<file path="src/rtl/clk_ratio_detector_if.sv">
// Handshake bundle between the divided-clock source side and the
// ratio detector: enable/sig_in in, measurement results out.
interface clk_ratio_detector_if #(
  parameter int CNT_W = 8
);
  logic             enable;
  logic             sig_in;
  logic [CNT_W-1:0] period;
  logic             period_valid;
  logic [2:0]       ratio_code;
  logic             locked;
  logic             timeout;

  modport master (
    output enable, sig_in,
    input  period, period_valid, ratio_code, locked, timeout
  );

  modport slave (
    input  enable, sig_in,
    output period, period_valid, ratio_code, locked, timeout
  );
endinterface

</file>
<file path="src/rtl/clk_ratio_detector.sv">
// Measures the period of a divided clock in system-clock cycles and
// reports divide ratio, lock and loss-of-activity.
module clk_ratio_detector #(
  parameter int CNT_W    = 8,
  parameter int LOCK_CNT = 4,
  parameter int TIMEOUT  = 255
) (
  input  logic                 clk,
  input  logic                 rst,
  clk_ratio_detector_if.slave  bus
);

  typedef enum logic [1:0] {
    IDLE, WAIT_FIRST, MEASURE, LOCKED
  } state_t;

  localparam logic [CNT_W-1:0] TMO = CNT_W'(TIMEOUT);
  localparam logic [3:0]       LCK = 4'(LOCK_CNT);

  state_t           state, state_nxt;
  logic             s1, s2, hist, rise;
  logic [CNT_W-1:0] cnt, period_q, meas;
  logic [CNT_W:0]   cnt_inc;
  logic [3:0]       match, run_nxt;
  logic             pv_q, tmo_q, tmo_hit, same;

  always_ff @(posedge clk) begin
    if (rst) begin
      s1   <= 1'b0;
      s2   <= 1'b0;
      hist <= 1'b0;
    end else begin
      s1   <= bus.sig_in;
      s2   <= s1;
      hist <= s2;
    end
  end

  assign rise    = s2 & ~hist;
  assign cnt_inc = {1'b0, cnt} + (CNT_W+1)'(1);
  assign meas    = (cnt_inc > {1'b0, TMO}) ? TMO
                                           : cnt_inc[CNT_W-1:0];
  assign tmo_hit = (cnt == TMO);
  // match holds the length of the current run of equal periods
  assign same    = (match != 4'd0) && (meas == period_q);

  always_comb begin
    run_nxt = 4'd1;
    if (same)
      run_nxt = (match >= LCK) ? LCK : match + 4'd1;
  end

  always_ff @(posedge clk) begin
    if (rst) state <= IDLE;
    else     state <= state_nxt;
  end

  always_comb begin
    state_nxt = state;
    if (!bus.enable) begin
      state_nxt = IDLE;
    end else begin
      unique case (state)
        IDLE:       state_nxt = WAIT_FIRST;
        WAIT_FIRST: if (rise) state_nxt = MEASURE;
        MEASURE, LOCKED: begin
          if (rise)
            state_nxt = (run_nxt == LCK) ? LOCKED : MEASURE;
          else if (tmo_hit)
            state_nxt = WAIT_FIRST;
        end
        default:    state_nxt = IDLE;
      endcase
    end
  end

  always_ff @(posedge clk) begin
    if (rst || !bus.enable) begin
      cnt      <= '0;
      period_q <= '0;
      pv_q     <= 1'b0;
      match    <= 4'd0;
      tmo_q    <= 1'b0;
    end else begin
      pv_q <= 1'b0;
      unique case (state)
        IDLE: ;
        WAIT_FIRST: begin
          if (rise) begin
            cnt   <= '0;
            match <= 4'd0;
            tmo_q <= 1'b0;
          end
        end
        MEASURE, LOCKED: begin
          if (rise) begin
            period_q <= meas;
            pv_q     <= 1'b1;
            cnt      <= '0;
            match    <= run_nxt;
            tmo_q    <= 1'b0;
          end else if (tmo_hit) begin
            cnt   <= '0;
            match <= 4'd0;
            tmo_q <= 1'b1;
          end else begin
            cnt <= cnt_inc[CNT_W-1:0];
          end
        end
        default: ;
      endcase
    end
  end

  always_comb begin
    bus.period       = period_q;
    bus.period_valid = pv_q;
    bus.timeout      = tmo_q;
    bus.locked       = (state == LOCKED);
    bus.ratio_code   = 3'd0;
    if (state == LOCKED) begin
      unique case (1'b1)
        (period_q == CNT_W'(2)):  bus.ratio_code = 3'd1;
        (period_q == CNT_W'(4)):  bus.ratio_code = 3'd2;
        (period_q == CNT_W'(8)):  bus.ratio_code = 3'd3;
        (period_q == CNT_W'(16)): bus.ratio_code = 3'd4;
        default:                  bus.ratio_code = 3'd0;
      endcase
    end
  end

endmodule

</file>
<file path="src/flat_wrapper.sv">
// flat-port wrapper written by rule: the top's interface ports become plain ports
module clk_ratio_detector_flat 
#(
  parameter int CNT_W    = 8,
  parameter int LOCK_CNT = 4,
  parameter int TIMEOUT  = 255
)
  (clk, rst, bus_enable, bus_sig_in, bus_period, bus_period_valid, bus_ratio_code, bus_locked, bus_timeout);
  clk_ratio_detector_if #(.CNT_W(CNT_W)) bus_i ();
  input  logic clk;
  input  logic rst;
  input wire logic [$bits(bus_i.enable)-1:0] bus_enable;
  input wire logic [$bits(bus_i.sig_in)-1:0] bus_sig_in;
  output wire logic [$bits(bus_i.period)-1:0] bus_period;
  output wire logic [$bits(bus_i.period_valid)-1:0] bus_period_valid;
  output wire logic [$bits(bus_i.ratio_code)-1:0] bus_ratio_code;
  output wire logic [$bits(bus_i.locked)-1:0] bus_locked;
  output wire logic [$bits(bus_i.timeout)-1:0] bus_timeout;
  assign bus_i.enable = bus_enable;
  assign bus_i.sig_in = bus_sig_in;
  assign bus_period = bus_i.period;
  assign bus_period_valid = bus_i.period_valid;
  assign bus_ratio_code = bus_i.ratio_code;
  assign bus_locked = bus_i.locked;
  assign bus_timeout = bus_i.timeout;
  clk_ratio_detector #(.CNT_W(CNT_W), .LOCK_CNT(LOCK_CNT), .TIMEOUT(TIMEOUT)) u_core (.clk(clk), .rst(rst), .bus(bus_i));
endmodule
</file>
<file path="config.mk">
export PLATFORM = sky130hd
export DESIGN_NAME = clk_ratio_detector_flat
export DESIGN_NICKNAME = d
export VERILOG_FILES = /design/src/rtl/clk_ratio_detector_if.sv /design/src/rtl/clk_ratio_detector.sv /design/src/flat_wrapper.sv
export SDC_FILE = /design/constraint.sdc
export NUM_CORES = 1
export LEC_CHECK = 0
export CORE_MARGIN = 2
export CORE_UTILIZATION = 35
export DETAILED_ROUTE_END_ITERATION = 10
export PLACE_DENSITY = 0.6
export SLEW_MARGIN = 5
export SYNTH_ARGS = -nofsm -noshare
export SYNTH_HDL_FRONTEND = slang
export SYNTH_SLANG_ARGS = --single-unit
export TNS_END_PERCENT = 50
</file>
<file path="constraint.sdc">
create_clock -name clk -period 2.34 [get_ports clk]
set_input_delay 0.234 -clock clk [delete_from_list [all_inputs] [get_ports clk]]
set_output_delay 0.234 -clock clk [all_outputs]
set_load 0.1 [all_outputs]
</file>
# Word-level counts from Yosys, hierarchy flattened
# Cells that the tools add are included.
# op_classes
addsub,2
multipliers,0
n_div,0
order_cmp,2
n_eq_ne,12
n_shift,0
mux,23
n_bitwise,4
n_reduce_logical,13
# op_table
cell,count
$mux 8,4
$mux 4,5
$pmux 8 s2,1
$pmux 3 s4,1
$add 8x1->9 const B,1
$gt 9x8->1 const B,1
$eq 8x2->1 const B,1
$eq 8x3->1 const B,1
$eq 8x4->1 const B,1
$eq 8x5->1 const B,1
$eq 8x8->1,1
$eq 8x8->1 const B,1
$pmux 4 s2,1
$mux 2,3
$pmux 2 s3,1
$reduce_and 2->1,3
$reduce_or 2->1,3
$mux 1,5
$add 4x1->4 const B,1
$eq 2x2->1 const B,2
$eq 4x3->1 const B,1
$ge 4x3->1 const B,1
$reduce_bool 4->1,1
$mux 3,1
other kinds (12),14
# word_totals
register_bits,27
latchBits,0
ram_bits,0
mem_bits_ro,0
input_bits,4
out_inout_bits,14
elab_cells,65
memories,0

# Depth between registers and ports, before layout
# depth
word_depth,10
ltp_mapped,9
ltp_nobuf,7

# Worst setup path after synthesis
# OpenSTA, ideal clock, no wires.
# synth_timing
path_kind,register to output
from,register u_core.state[1]
to,output port bus_ratio_code[0]
arrival_time_ns,4.431
required_time_ns,2.106
setup_slack_ns,-2.325
stages_incl_launch_ff,5
path_buffers,1
cell_sequence,dfxtp_1 clkbuf_1 and2_1 nand2_1 nor4_1
# synth_between
elab_chain_cells,2
# synth_lines
item,line_no,text
from (decl),clk_ratio_detector.sv:20,"state_t state, state_nxt;"
from (signal assigned),clk_ratio_detector.sv:55,else state <= state_nxt;
$eq 2x2->1,--,
named net bus_locked,flat_wrapper.sv:17,output wire logic [$bits(bus_i.locked)-1:0] bus_locked;
$mux 3,clk_ratio_detector.sv:121,if (state == LOCKED) begin
to (decl),flat_wrapper.sv:16,output wire logic [$bits(bus_i.ratio_code)-1:0] bus_ratio_code;
# The timed path passes the listed nets, and every way through them passes these cells.

# Final worst setup path
# layout_timing
from,register u_core.cnt[1]
to,register u_core.match[0]
# layout_between
elab_chain_cells,8
elab_cells_between_ends,11
classes_between,1 x add/sub; 1 x order compare; 3 x eq/ne; 4 x mux; 2 x reduce/logical
# layout_lines
item,line_no,text
from (decl),clk_ratio_detector.sv:22,"logic [CNT_W-1:0] cnt, period_q, meas;"
from (signal assigned),clk_ratio_detector.sv:107,cnt <= cnt_inc[CNT_W-1:0];
$add 8x1->9,clk_ratio_detector.sv:40,"assign cnt_inc = {1'b0, cnt} + (CNT_W+1)'(1);"
$gt 9x8->1,clk_ratio_detector.sv:41,"assign meas = (cnt_inc > {1'b0, TMO}) ? TMO"
$mux 8,clk_ratio_detector.sv:41,
$eq 8x8->1,clk_ratio_detector.sv:45,assign same = (match != 4'd0) && (meas == period_q);
$logic_and 1x1->1,clk_ratio_detector.sv:45,
$mux 4,clk_ratio_detector.sv:49,if (same)
$mux 4,clk_ratio_detector.sv:96,if (rise) begin
$pmux 4 s2,clk_ratio_detector.sv:86,unique case (state)
to (signal assigned),clk_ratio_detector.sv:100,match <= run_nxt;
to (decl),clk_ratio_detector.sv:24,"logic [3:0] match, run_nxt;"
# Parallel ways exist; a longest one is shown, timed or not.
# A chain may end at the register's enable or synchronous reset.

==> flow_summary.ini <==
[synthesis]
synth_edf_count = 0
synth_top_cells_by_area = dfxtp_1 (32%), a21oi_1 (6.9%), nor2_1 (5.6%)
async_flop_share = 0
post-synth-top-count-cell = dfxtp_1
synth_ff_type = dfxtp_1
synth_top_cell_area_share = 0.3224
synth_nets = 225
ys_top_cells_by_count = dfxtp_1 (27), nor2_1 (25), a21oi_1 (23)
ys_seq_area_frac = 0.3224
ys_ff_latch = 27
synth.distinct_cells = 49
syn_inst = 217
yosysWarningCount = 0
syn_area_sq_mm = 0.001677
yosysTopAreaCell = dfxtp_1
syn_area_per_cell_sq_um = 7.726

[global_route]
grt_busiest_layer = met1
met2_usage = 0.2452
antenna_found_initial = 0
grt_pass1_wl_mm = 7.079
met3_usage = 0.03453
grt_max_degree = 17
grt_use_met1 = 0.2454
grt_use_total = 0.1689
grt_overflow = 0
grt_pass1_vias = 1426

[run]
maxCapViolCount = 0

[worst_setup_path]
slowest_delay_ns = 0.53
critPathLaunchType = flop
cp.required_ns = 2.49
crit_arrival_ns = 2.25
end_kind = flop
cp_max_fo = 8
cp_slowest_cell = or4b_4
crit_type = reg -> reg
reg2reg_slack_ns = 0.24
path_cells = ha_1 > nand3_4 > or4b_4 > a21o_1 > a21oi_2 > and3_1 > a31oi_1

[power_and_ir_drop]
p_total_mw = 0.7725
power_frac_comb = 0.035
leakagePower_nw = 0.6491
powerDensity_mw_per_mm2 = 392.7
irDropWorstVdd_mv = 0.1781
p_seq_frac = 0.600
pwr-share-clk = 0.365
switching_share = 0.2320
internal_power_mw = 0.5932
p_switching_mw = 0.1792

[clocking]
clk_latency_ns = 0.28
clockBufferDepth = 2
cts_resized = 0
cts_sinks = 27
tritoncts = done
clkTransAtPathRegs_ns = 0.10
postCtsSetupBuffers = 0
hold_buffers = 0
htreeDepth = 1
root_buffer = clkbuf_8
cts_made_buffers = 3

[final_layout]
design_area_sq_mm = 0.001967
stdcell_count = 281
diodes = 0
final_net_count = 236
syn2layout_area_growth_pct = 17.31
drive_above_1_share = 0.1806

[place]
gp_congestion = 0.8687
dpl.hpwl_mm = 3.036
port_buffers = 17
dp.cells = 277
placed_area_sq_mm = 0.001918

[timing]
worstMarginPinSlew_ns = 0.4975
finalCriticalPeriod_ns = 2.096
hold_viol_final = 0
maxSlewViolCount = 0
relSlewSlack = 0.6683
finalSetupViolCount = 0
setup_tns_ns = 0
max_freq_ghz = 0.4772
fin_skew_ns = 0.005895
timing.final.crit_share = 0.8956
whs_ns = 0.4442
rsz0062_at_grt = false

[route]
drt_iter0_drc = 111
viasPerCell = 5.669
num_vias = 1593
drt.antenna.violating_nets = 0
wl_per_cell_um = 14.93
drc = 0
firstDrtPassIters = 5
drt-total-wl_mm = 4.195

[outcome]
outcome = complete, no violations

[hold_path]
hold_class = reg -> reg

[floorplanning]
num_rows = 25
die_area_sq_mm = 0.005360
die_h_um = 73.21
ios = 18
die_x_um = 73.21
start_util = 0.3597
fp.coreArea_sq_mm = 0.004661
[layout by cell type (no fill, tap or decap), types with 4 or more instances in the layout]
cell and instances:
nor2_1 25, a21oi_1 23, dfxtp_1 20, nand2_1 17, buf_4 16, nand2b_1 8, o21ai_0 8, nand3_1 8
nor2b_1 7, inv_1 6, dfxtp_2 6, xor2_1 4, nor3_1 4, ha_1 4
[through the flow]
step	util	setup slack, ns
3_5_place_dp	0.4115	0.2833
4_1_cts	0.4220	0.2683
2_1_floorplan	-	-0.03246
3_3_place_gp	0.4115	0.3138
6_report	0.4220	0.2442
5_1_grt	0.4220	0.1259
[sequential cells by signal (all words and copies together), names as in the netlist]
signal / count
u_core.bus.period: 8
u_core.bus.period_valid: 1
u_core.bus.timeout: 1
u_core.cnt: 8
u_core.hist: 1
u_core.match: 4
u_core.s1: 1
u_core.s2: 1
u_core.state: 2
[path summary, 6_finish.rpt]
check                             startpoint                      endpoint  cells past startpoint
setup / recovery  u_core.cnt[1]$_SDFFE_PP0P_  u_core.match[0]$_SDFFE_PP0P_                      7
hold / removal          u_core.s1$_SDFF_PP0_          u_core.s2$_SDFF_PP0_                      1
setup reg to reg  u_core.cnt[1]$_SDFFE_PP0P_  u_core.match[0]$_SDFFE_PP0P_                      7
hold reg to reg         u_core.s1$_SDFF_PP0_          u_core.s2$_SDFF_PP0_                      1
[power groups by stage]
stage	sequential, mW	combinational [mW]	clock [mW]
2_1_floorplan	0.474	0.0154	0
3_3_place_gp	0.474	0.0269	0
3_5_place_dp	0.474	0.0265	0
4_1_cts	0.464	0.0267	0.294
5_1_grt	0.464	0.0296	0.312
6_report	0.464	0.0268	0.282
[final cells by class]
class | instances | area (sq um)
clock buffer | 3 | 41.29
tap | 54 | 67.56
clock inverter | 1 | 7.507
multi-input combinational | 168 | 1066
inverter | 6 | 22.52
fill | 455 | 2694
timing repair buffer | 22 | 210.2
sequential | 27 | 551.8
[cells by family (layout without fill, tap and decap cells)]
kind of cell | Yosys count | in the layout | share of synthesized area
buffers and inverters | 22 | 32 | 0.06940
multiplexers | 1 | 1 | 0.005970
flip-flops | 27 | 27 | 0.3224
AO/OA/AOI/OAI | 61 | 61 | 0.2328
XOR/XNOR | 7 | 7 | 0.03657
adder cells (fa/ha/maj) | 4 | 4 | 0.02985
AND/OR/NAND/NOR | 95 | 95 | 0.3030
[layer usage]
metal / share of wire / wire length, um
met5: 0 / 0
met4: 0.023 / 95
met3: 0.062 / 258
met2: 0.43 / 1820
met1: 0.48 / 2021
[worst max-delay path: cells and delay by family, from the launching register on]
kind                     cells  cell delay (ns)
AO/OA/AOI/OAI                3             0.41
adder cells (fa/ha/maj)      1             0.29
flip-flops                   1             0.43
AND/OR/NAND/NOR              3             0.84
Power figures use the tool's default switching activity.
